<file path="src/rtl/fpmul_pkg.sv">
// Shared types and constants for the FP multiplier normalise/round/pack stage.
package fpmul_pkg;

  typedef enum logic [2:0] {
    IDLE  = 3'd0,
    NORM  = 3'd1,
    ROUND = 3'd2,
    PACK  = 3'd3,
    DONE  = 3'd4
  } fpmul_post_state_t;

  localparam logic [1:0] EXC_NONE = 2'b00;
  localparam logic [1:0] EXC_OVF  = 2'b01;
  localparam logic [1:0] EXC_UNF  = 2'b10;
  localparam logic [1:0] EXC_ZERO = 2'b11;

  localparam int FP_BIAS    = 127;
  localparam int FP_EXP_MAX = 255;

endpackage

</file>
<file path="src/rtl/fpmul_rne_round.sv">
// Mantissa rounding increment. With FPMUL_POST_RNE_EN defined it rounds to
// nearest, ties to even; otherwise it truncates (increment forced to 0).
module fpmul_rne_round (
  input  logic [23:0] m_in,
  input  logic        g,
  input  logic        s,
  output logic [23:0] m_out,
  output logic        carry
);

  logic        inc;
  logic [24:0] sum;

`ifdef FPMUL_POST_RNE_EN
  assign inc = g & (s | m_in[0]);
`else
  logic unused_rnd;
  assign unused_rnd = g ^ s;
  assign inc        = 1'b0;
`endif

  assign sum   = {1'b0, m_in} + {24'd0, inc};
  assign carry = sum[24];
  // A carry out means the mantissa wrapped from all-ones; renormalise to 1.0.
  assign m_out = carry ? 24'h800000 : sum[23:0];

endmodule

</file>
<file path="src/rtl/fpmul_post.sv">
// Normalise/round/pack stage of the binary32 multiplier. Rounding mode is
// selected by FPMUL_POST_RNE_EN (defined: nearest-even, undefined: truncate).
module fpmul_post
  import fpmul_pkg::*;
(
  input  logic        CLK,
  input  logic        RSTK,
  input  logic        BACK,
  input  logic [47:0] res,
  input  logic        sign_in,
  input  logic [9:0]  exp_sum,
  input  logic        zero_in,
  output logic        busy,
  output logic        out_valid,
  input  logic        out_ready,
  output logic [31:0] result,
  output logic [1:0]  exc,
  output logic        drop_err,
  output logic [2:0]  state_dbg
);

  // Output handshake: result/exc are presented with out_valid and held
  // unchanged until a cycle where out_valid && out_ready; that cycle is the
  // transfer, and out_valid drops on the following edge.

  localparam logic signed [10:0] E_OVF  = FP_EXP_MAX[10:0];
  localparam logic signed [10:0] E_ZERO = 11'sd0;
  localparam logic signed [10:0] E_ONE  = 11'sd1;

  fpmul_post_state_t  state_q, state_d;
  logic [47:0]        p_q, p_d;
  logic               sign_q, sign_d;
  logic signed [10:0] e_q, e_d;
  logic               zero_q, zero_d;
  logic [23:0]        m_q, m_d;
  logic               g_q, g_d;
  logic               s_q, s_d;
  logic               busy_q, busy_d;
  logic               out_valid_q, out_valid_d;
  logic [31:0]        result_q, result_d;
  logic [1:0]         exc_q, exc_d;
  logic               drop_err_q, drop_err_d;

  logic [23:0]        m_rnd;
  logic               carry_rnd;
  logic               unused_hidden;

  fpmul_rne_round u_round (
    .m_in  (m_q),
    .g     (g_q),
    .s     (s_q),
    .m_out (m_rnd),
    .carry (carry_rnd)
  );

  always_comb begin
    state_d     = state_q;
    p_d         = p_q;
    sign_d      = sign_q;
    e_d         = e_q;
    zero_d      = zero_q;
    m_d         = m_q;
    g_d         = g_q;
    s_d         = s_q;
    busy_d      = busy_q;
    out_valid_d = out_valid_q;
    result_d    = result_q;
    exc_d       = exc_q;
    drop_err_d  = drop_err_q;

    // Any pulse outside IDLE is lost, including one that coincides with the
    // DONE handshake.
    if (BACK && (state_q != IDLE)) drop_err_d = 1'b1;

    case (state_q)
      IDLE: begin
        if (BACK) begin
          p_d     = res;
          sign_d  = sign_in;
          e_d     = {exp_sum[9], exp_sum};
          zero_d  = zero_in;
          busy_d  = 1'b1;
          state_d = NORM;
        end
      end
      NORM: begin
        if (p_q[47]) begin
          m_d = p_q[47:24];
          g_d = p_q[23];
          s_d = |p_q[22:0];
          e_d = e_q + E_ONE;
        end else begin
          m_d = p_q[46:23];
          g_d = p_q[22];
          s_d = |p_q[21:0];
        end
        state_d = ROUND;
      end
      ROUND: begin
        m_d = m_rnd;
        if (carry_rnd) e_d = e_q + E_ONE;
        state_d = PACK;
      end
      PACK: begin
        if (zero_q) begin
          result_d = {sign_q, 31'd0};
          exc_d    = EXC_ZERO;
        end else if (e_q >= E_OVF) begin
          result_d = {sign_q, 8'hFF, 23'd0};
          exc_d    = EXC_OVF;
        end else if (e_q <= E_ZERO) begin
          result_d = {sign_q, 31'd0};
          exc_d    = EXC_UNF;
        end else begin
          result_d = {sign_q, e_q[7:0], m_q[22:0]};
          exc_d    = EXC_NONE;
        end
        out_valid_d = 1'b1;
        state_d     = DONE;
      end
      DONE: begin
        if (out_ready) begin
          out_valid_d = 1'b0;
          busy_d      = 1'b0;
          state_d     = IDLE;
        end
      end
      default: state_d = IDLE;
    endcase
  end

  always_ff @(posedge CLK or negedge RSTK) begin
    if (!RSTK) begin
      state_q     <= IDLE;
      p_q         <= 48'd0;
      sign_q      <= 1'b0;
      e_q         <= 11'sd0;
      zero_q      <= 1'b0;
      m_q         <= 24'd0;
      g_q         <= 1'b0;
      s_q         <= 1'b0;
      busy_q      <= 1'b0;
      out_valid_q <= 1'b0;
      result_q    <= 32'd0;
      exc_q       <= 2'b00;
      drop_err_q  <= 1'b0;
    end else begin
      state_q     <= state_d;
      p_q         <= p_d;
      sign_q      <= sign_d;
      e_q         <= e_d;
      zero_q      <= zero_d;
      m_q         <= m_d;
      g_q         <= g_d;
      s_q         <= s_d;
      busy_q      <= busy_d;
      out_valid_q <= out_valid_d;
      result_q    <= result_d;
      exc_q       <= exc_d;
      drop_err_q  <= drop_err_d;
    end
  end

  // The hidden bit is implied by the packed format.
  assign unused_hidden = m_q[23];

  assign busy      = busy_q;
  assign out_valid = out_valid_q;
  assign result    = result_q;
  assign exc       = exc_q;
  assign drop_err  = drop_err_q;
  assign state_dbg = state_q;

endmodule

</file>
<file path="config.mk">
export PLATFORM = sky130hd
export DESIGN_NAME = fpmul_post
export DESIGN_NICKNAME = d
export VERILOG_FILES = /design/src/rtl/fpmul_pkg.sv /design/src/rtl/fpmul_rne_round.sv /design/src/rtl/fpmul_post.sv
export SDC_FILE = /design/constraint.sdc
export NUM_CORES = 1
export LEC_CHECK = 0
export ABC_AREA = 1
export BUFFER_PORTS_ARGS = -buffer_cell sky130_fd_sc_hd__buf_2
export CORE_MARGIN = 8
export CORE_UTILIZATION = 40
export CTS_BUF_LIST = sky130_fd_sc_hd__clkbuf_8
export DETAILED_ROUTE_END_ITERATION = 8
export HOLD_SLACK_MARGIN = 0.03
export SLEW_MARGIN = 30
export SYNTH_ARGS = -nofsm -noshare
export SYNTH_HDL_FRONTEND = slang
export SYNTH_SLANG_ARGS = --single-unit
</file>
<file path="constraint.sdc">
create_clock -name CLK -period 1.45 [get_ports CLK]
set_input_delay 0.145 -clock CLK [delete_from_list [all_inputs] [get_ports CLK]]
set_output_delay 0.145 -clock CLK [all_outputs]
set_load 0.02 [all_outputs]
</file>
## Word-level counts from Yosys, hierarchy flattened

Cells that the tools add are included.

- Add/subtract/negate cells: 1
- Order comparisons: 2
- Equality and inequality tests: 7
- Multiplexer cells: 17
- Reductions and logical operators: 11

Operators by type and width:

| kind | number |
|---|---|
| $mux W31 | 3 |
| $mux W23 | 1 |
| $mux W11 | 2 |
| $pmux W11 S2 | 1 |
| $pmux W3 S5 | 1 |
| $add A11 B2 Y11 const B | 1 |
| $ge A11 B9 Y1 const B | 1 |
| $le A11 B1 Y1 const B | 1 |
| $eq A3 B2 Y1 const B | 2 |
| $mux W2 | 3 |
| $mux W3 | 2 |
| $ne A2 B2 Y1 const B | 3 |
| $reduce_and A2 Y1 | 3 |
| $reduce_and A3 Y1 | 2 |
| $reduce_bool A2 Y1 | 3 |
| $pmux W1 S2 | 2 |
| $eq A3 B1 Y1 const B | 1 |
| $eq A3 B3 Y1 const B | 1 |
| $logic_not A3 Y1 | 1 |
| $reduce_bool A3 Y1 | 1 |
| $mux W1 | 2 |
| $logic_and A1 B1 Y1 | 1 |

- Flip-flop bits (word level): 124
- Input port bits: 64
- Word-level logic and storage cells: 49

## Depth between registers and ports, before layout

- Depth after elaboration: 4
- Mapped depth: 10
- Mapped depth without buffers: 9

## Hierarchy

From an unflattened synthesis, not the netlist that was laid out.

- Cell total of the unflattened synthesis: 726
- Area total of the unflattened synthesis: 6,291.0 um^2

By module, submodules not included:

| module | times used | cells each | area each (um^2) | seq. area each (um^2) |
|---|---|---|---|---|
| fpmul_post | 1 | 700 | 6,099.6 | 3,178.0 |
| fpmul_rne_round | 1 | 26 | 191.4 | 0.0 |

## Least setup slack after synthesis

No wires, ideal clock.

- Path type: register -> register
- Start point: reg e_q[1]
- End point: reg result_q[0] (netlist: result[0])
- Library setup time: 118 ps
- Data arrival time: 1,355 ps
- Data required time: 1,332 ps
- Slack: -23 ps
- Stages on the path, launching flop included: 10
- Period minus slack after synthesis: 1,473 ps
- Cells stage by stage: dfrtp_1 ha_1 nand3_1 nor2_2 nand2_1 inv_1 a21oi_4 buf_4 nand4_1 nand2_1

- Word-level cells in the longest chain between the ends: 4
- Elaborated cells between the ends (all ways): 5
- Those cells by class: order compare (2); mux (3)

Ends and longest elaborated chain:

| item | RTL line | RTL |
|---|---|---|
| start: declaration | fpmul_post.sv:33 | `logic signed [10:0] e_q, e_d;` |
| start signal: assignment | fpmul_post.sv:137 | `e_q <= 11'sd0;` |
| start signal: assignment | fpmul_post.sv:151 | `e_q <= e_d;` |
| $le A11 B1 Y1 | fpmul_post.sv:111 | `end else if (e_q <= E_ZERO) begin` |
| $mux W31 | fpmul_post.sv:111 |  |
| $mux W31 * | fpmul_post.sv:108 | `end else if (e_q >= E_OVF) begin` |
| $mux W31 * | fpmul_post.sv:105 | `if (zero_q) begin` |
| end signal: assignment | fpmul_post.sv:158 | `result_q <= result_d;` |
| end: declaration | fpmul_post.sv:40 | `logic [31:0] result_q, result_d;` |

Mark *: on every way between the ends. The rest lies on a longest branch, timed or not.
A chain may end at the register's enable or synchronous reset.

## Final worst setup path

- Start point: reg e_q[0]
- End point: reg result_q[17] (netlist: result[17])

Same word-level chain as after synthesis.

==> flow_metrics.py <==
metrics = {
    "power_and_ir_drop": {
        "ir_worst_vdd_mv": 0.945,
        "power_leakage_nw": 3.18,
        "powerDensity_nw_per_um2": 2210,
        "finalPower_mw": 13.5,
    },
    "yosys": {
        "synth_top_area_share_pct": 56.1,
        "seq_area_frac_synth_pct": 56.1,
        "syn_area_um2": 4510,
        "synth_top_family_by_area": "simple AND/OR/NAND/NOR gates",
        "synth_top_cell_by_area": "dfrtp_1",
        "synth_mux_area_share_pct": 0.749,
        "ys_async_sr_fraction_pct": 100,
        "yosys-top-cells-area": "dfrtp_1 (56%), nand2_1 (12%), o21ai_0 (5.3%)",
        "synth_compound_area_share_pct": 13.0,
        "ys_ff_latch": 101,
        "syn-instance-count": 526,
        "synth_xor_area_share_pct": 0.194,
        "syn_avg_cell_area_um2": 8.57,
        "synth-simple-area-share_pct": 21.9,
        "ys.flop_type": "dfrtp_1",
        "yosysWarningCount": 0,
        "yosys.area_share.adder_pct": 0.555,
        "ys_types": 32,
        "synth_edf_count": 0,
        "syn_nets": 592,
    },
    "critical_path": {
        "rr_worst_depth": 9,
        "timing.rr.end": "result[17]$_DFFE_PN0P_",
        "end_kind": "register",
        "r2r-start": "e_q[0]$_DFFE_PN0P_",
        "start_kind": "register",
        "cp.arrival_ns": 1.79,
        "crit_required_ns": 1.71,
        "critPathKind": "reg2reg",
        "worstPathMaxFanout": 23,
        "r2r_slack_ns": -0.07,
    },
    "timing": {
        "rsz0062_at_grt": "yes",
        "max_slew_margin_pct": 73.5,
        "finalCritPeriodShare_pct": 105,
        "fin_crit_ns": 1.52,
        "slew_violations": 0,
        "fin_ws_ns": -0.0750,
        "finalSetupTns_ns": -1.59,
        "finalHoldViolations": 0,
        "setup_viol": 32,
        "finalClockSkew_ns": 0.0173,
        "worstMarginPinSlew_ns": 0.397,
        "max_freq_mhz": 656,
        "worst_hold_slack_ns": 0.0452,
    },
    "die": {
        "dieWidth_um": 122,
        "die_h_um": 122,
        "ioPinCount": 104,
        "fp.coreArea_um2": 10900,
        "die-area_um2": 14900,
        "start_util_pct": 41.2,
        "rows": 38,
    },
    "detailed_routing": {
        "drt_iter0_markers": 305,
        "route.vias.total": 3966,
        "drt-wirelength-per-cell_um": 14.4,
        "vias_per_cell": 4.88,
        "drc_errors": 0,
        "totalWireLength_um": 11700,
        "dr.pass1.iters": 4,
        "antenna_left": 0,
    },
    "status": {
        "violations": "negative setup slack",
        "status": "finished, violations left",
    },
    "clock_network": {
        "numCtsBuffers": 9,
        "cts_buffer_depth": 2,
        "cts_tree": "done",
        "htree_levels": 3,
        "clock-sinks": 101,
        "insertion_delay_ns": 0.38,
        "root_buffer": "clkbuf_8",
        "cts.clk_slew.worst_paths_ns": 0.09,
    },
    "grt": {
        "grt_pass1_wl_um": 18500,
        "antenna_found_initial": 0,
        "grt_pass1_vias": 3848,
        "grtUsageTotal_pct": 15.3,
        "grt_max_degree": 74,
        "grt_overflow": 0,
    },
    "placed_design": {
        "portBuffers": 80,
        "hpwl_um": 7560,
        "place_area_um2": 5350,
        "dp_slack_ns": -0.0928,
        "gp_routability_congestion": 0.806,
        "place_inst": 757,
    },
    "layout": {
        "final_common_cell": "nand2_1",
        "utilization_pct": 55.9,
        "ff_latch_area_um2": 2530,
        "drive_above_1_share_pct": 27.8,
        "multiInputGateArea_um2": 1730,
        "syn_to_final_growth_pct": 35.7,
        "design_area_um2": 6120,
        "final_cell_count_no_fill": 812,
        "fin_nets": 733,
        "antennaDiodeCount": 0,
        "final_cell_mix": "nand2_1 (142), dfrtp_1 (98), buf_2 (79)",
        "fill_cells": 986,
    },
    "hold_path": {
        "min_to": "p_q[44]$_DFFE_PN0P_",
        "min_from": "res[44]",
        "hold_path.class": "in2reg",
        "hold-path-cell-count": 3,
    },
    "job": {
        "cap_violations": 0,
    },
}
-- registers in the layout, summed over array words and instances, names as in the netlist --
| name | count |
|---|---|
| out_valid | 1 |
| busy | 1 |
| sign_q | 1 |
| zero_q | 1 |
| state_dbg | 3 |
| exc | 2 |
| drop_err | 1 |
| p_q | 25 |
| m_q | 23 |
| result | 32 |
| e_q | 11 |
-- worst max-delay path, cell delays in order (launching register included) --
cell and delay [ns]:
dfrtp_1 0.42, ha_2 0.21, nand3_2 0.10, nor2_2 0.14, nand2_1 0.10, inv_1 0.10
a21oi_4 0.04, buf_12 0.15, nand4_1 0.08, nand2_1 0.05
-- routing by layer --
layer	GRT usage, %	up-vias	wire [um]
li1	-	1988	-
met1	19.6	1894	5310
met2	25.3	70	5720
met3	2.96	14	456
met4	5.94	0	176
met5	0	-	0
-- timing repair --
item | CTS | global route
buffers inserted | 2 | 5
endpoints found under the setup margin | 32 | 53
hold buffers | 29 | 0
pin swaps | 1 | 11
cloned | 0 | 5
endpoints found under the hold margin | 129 | 0
resized for setup | 7 | 37
-- worst max-delay path by stage --
| stage | start | end | slack (ns) | cells after the start |
|---|---|---|---|---|
| CTS | e_q[0]$_DFFE_PN0P_ | result[20]$_DFFE_PN0P_ | -0.05 | 10 |
| floorplan | e_q[1]$_DFFE_PN0P_ | result[0]$_DFFE_PN0P_ | 0.0002 | 9 |
| finish | e_q[0]$_DFFE_PN0P_ | result[17]$_DFFE_PN0P_ | -0.07 | 9 |
| global route | e_q[5]$_DFFE_PN0P_ | result[10]$_DFFE_PN0P_ | -0.19 | 9 |
| global placement | e_q[0]$_DFFE_PN0P_ | result[18]$_DFFE_PN0P_ | -0.06 | 10 |
| detailed placement | e_q[0]$_DFFE_PN0P_ | result[27]$_DFFE_PN0P_ | -0.09 | 7 |
-- synth_stat cells (3+ instances only) --
master    number
nand2_1      147
dfrtp_1      101
o21ai_0       48
inv_1         45
nor2_1        35
a21oi_1       32
nand4_1       26
o21ai_1       19
buf_2         14
nand3_1       11
clkbuf_1       7
buf_4          5
inv_2          5
o22ai_1        4
a31oi_1        3
mux2_2         3
-- report_power, final --
group / total [mW] / internal [mW] / switching (mW)
Combinational: 6.69 / 2.85 / 3.84
Sequential: 4.89 / 4.06 / 0.822
Clock: 1.91 / 0.952 / 0.960
Total: 13.5 / 7.87 / 5.62
-- area by class of cell --
cell class                      count  share of cell area [%]
Clock inverter                      7                    1.37
Tap cell                          140                    2.86
Multi-Input combinational cell    346                    28.4
Clock buffer                        9                    2.03
Timing Repair Buffer              159                    20.8
Sequential cell                   101                    41.4
Inverter                           50                    3.15
-- cells by family (layout without fill, tap and decap cells) --
logic type               after synthesis  count (layout)
AND/OR/NAND/NOR                      229             229
AO/OA/AOI/OAI                        111             111
flip-flops                           101             101
buffers and inverters                 79             225
multiplexers                           3               3
adder cells (fa/ha/maj)                2               2
XOR/XNOR                               1               1
Power figures use the tool's default switching activity.
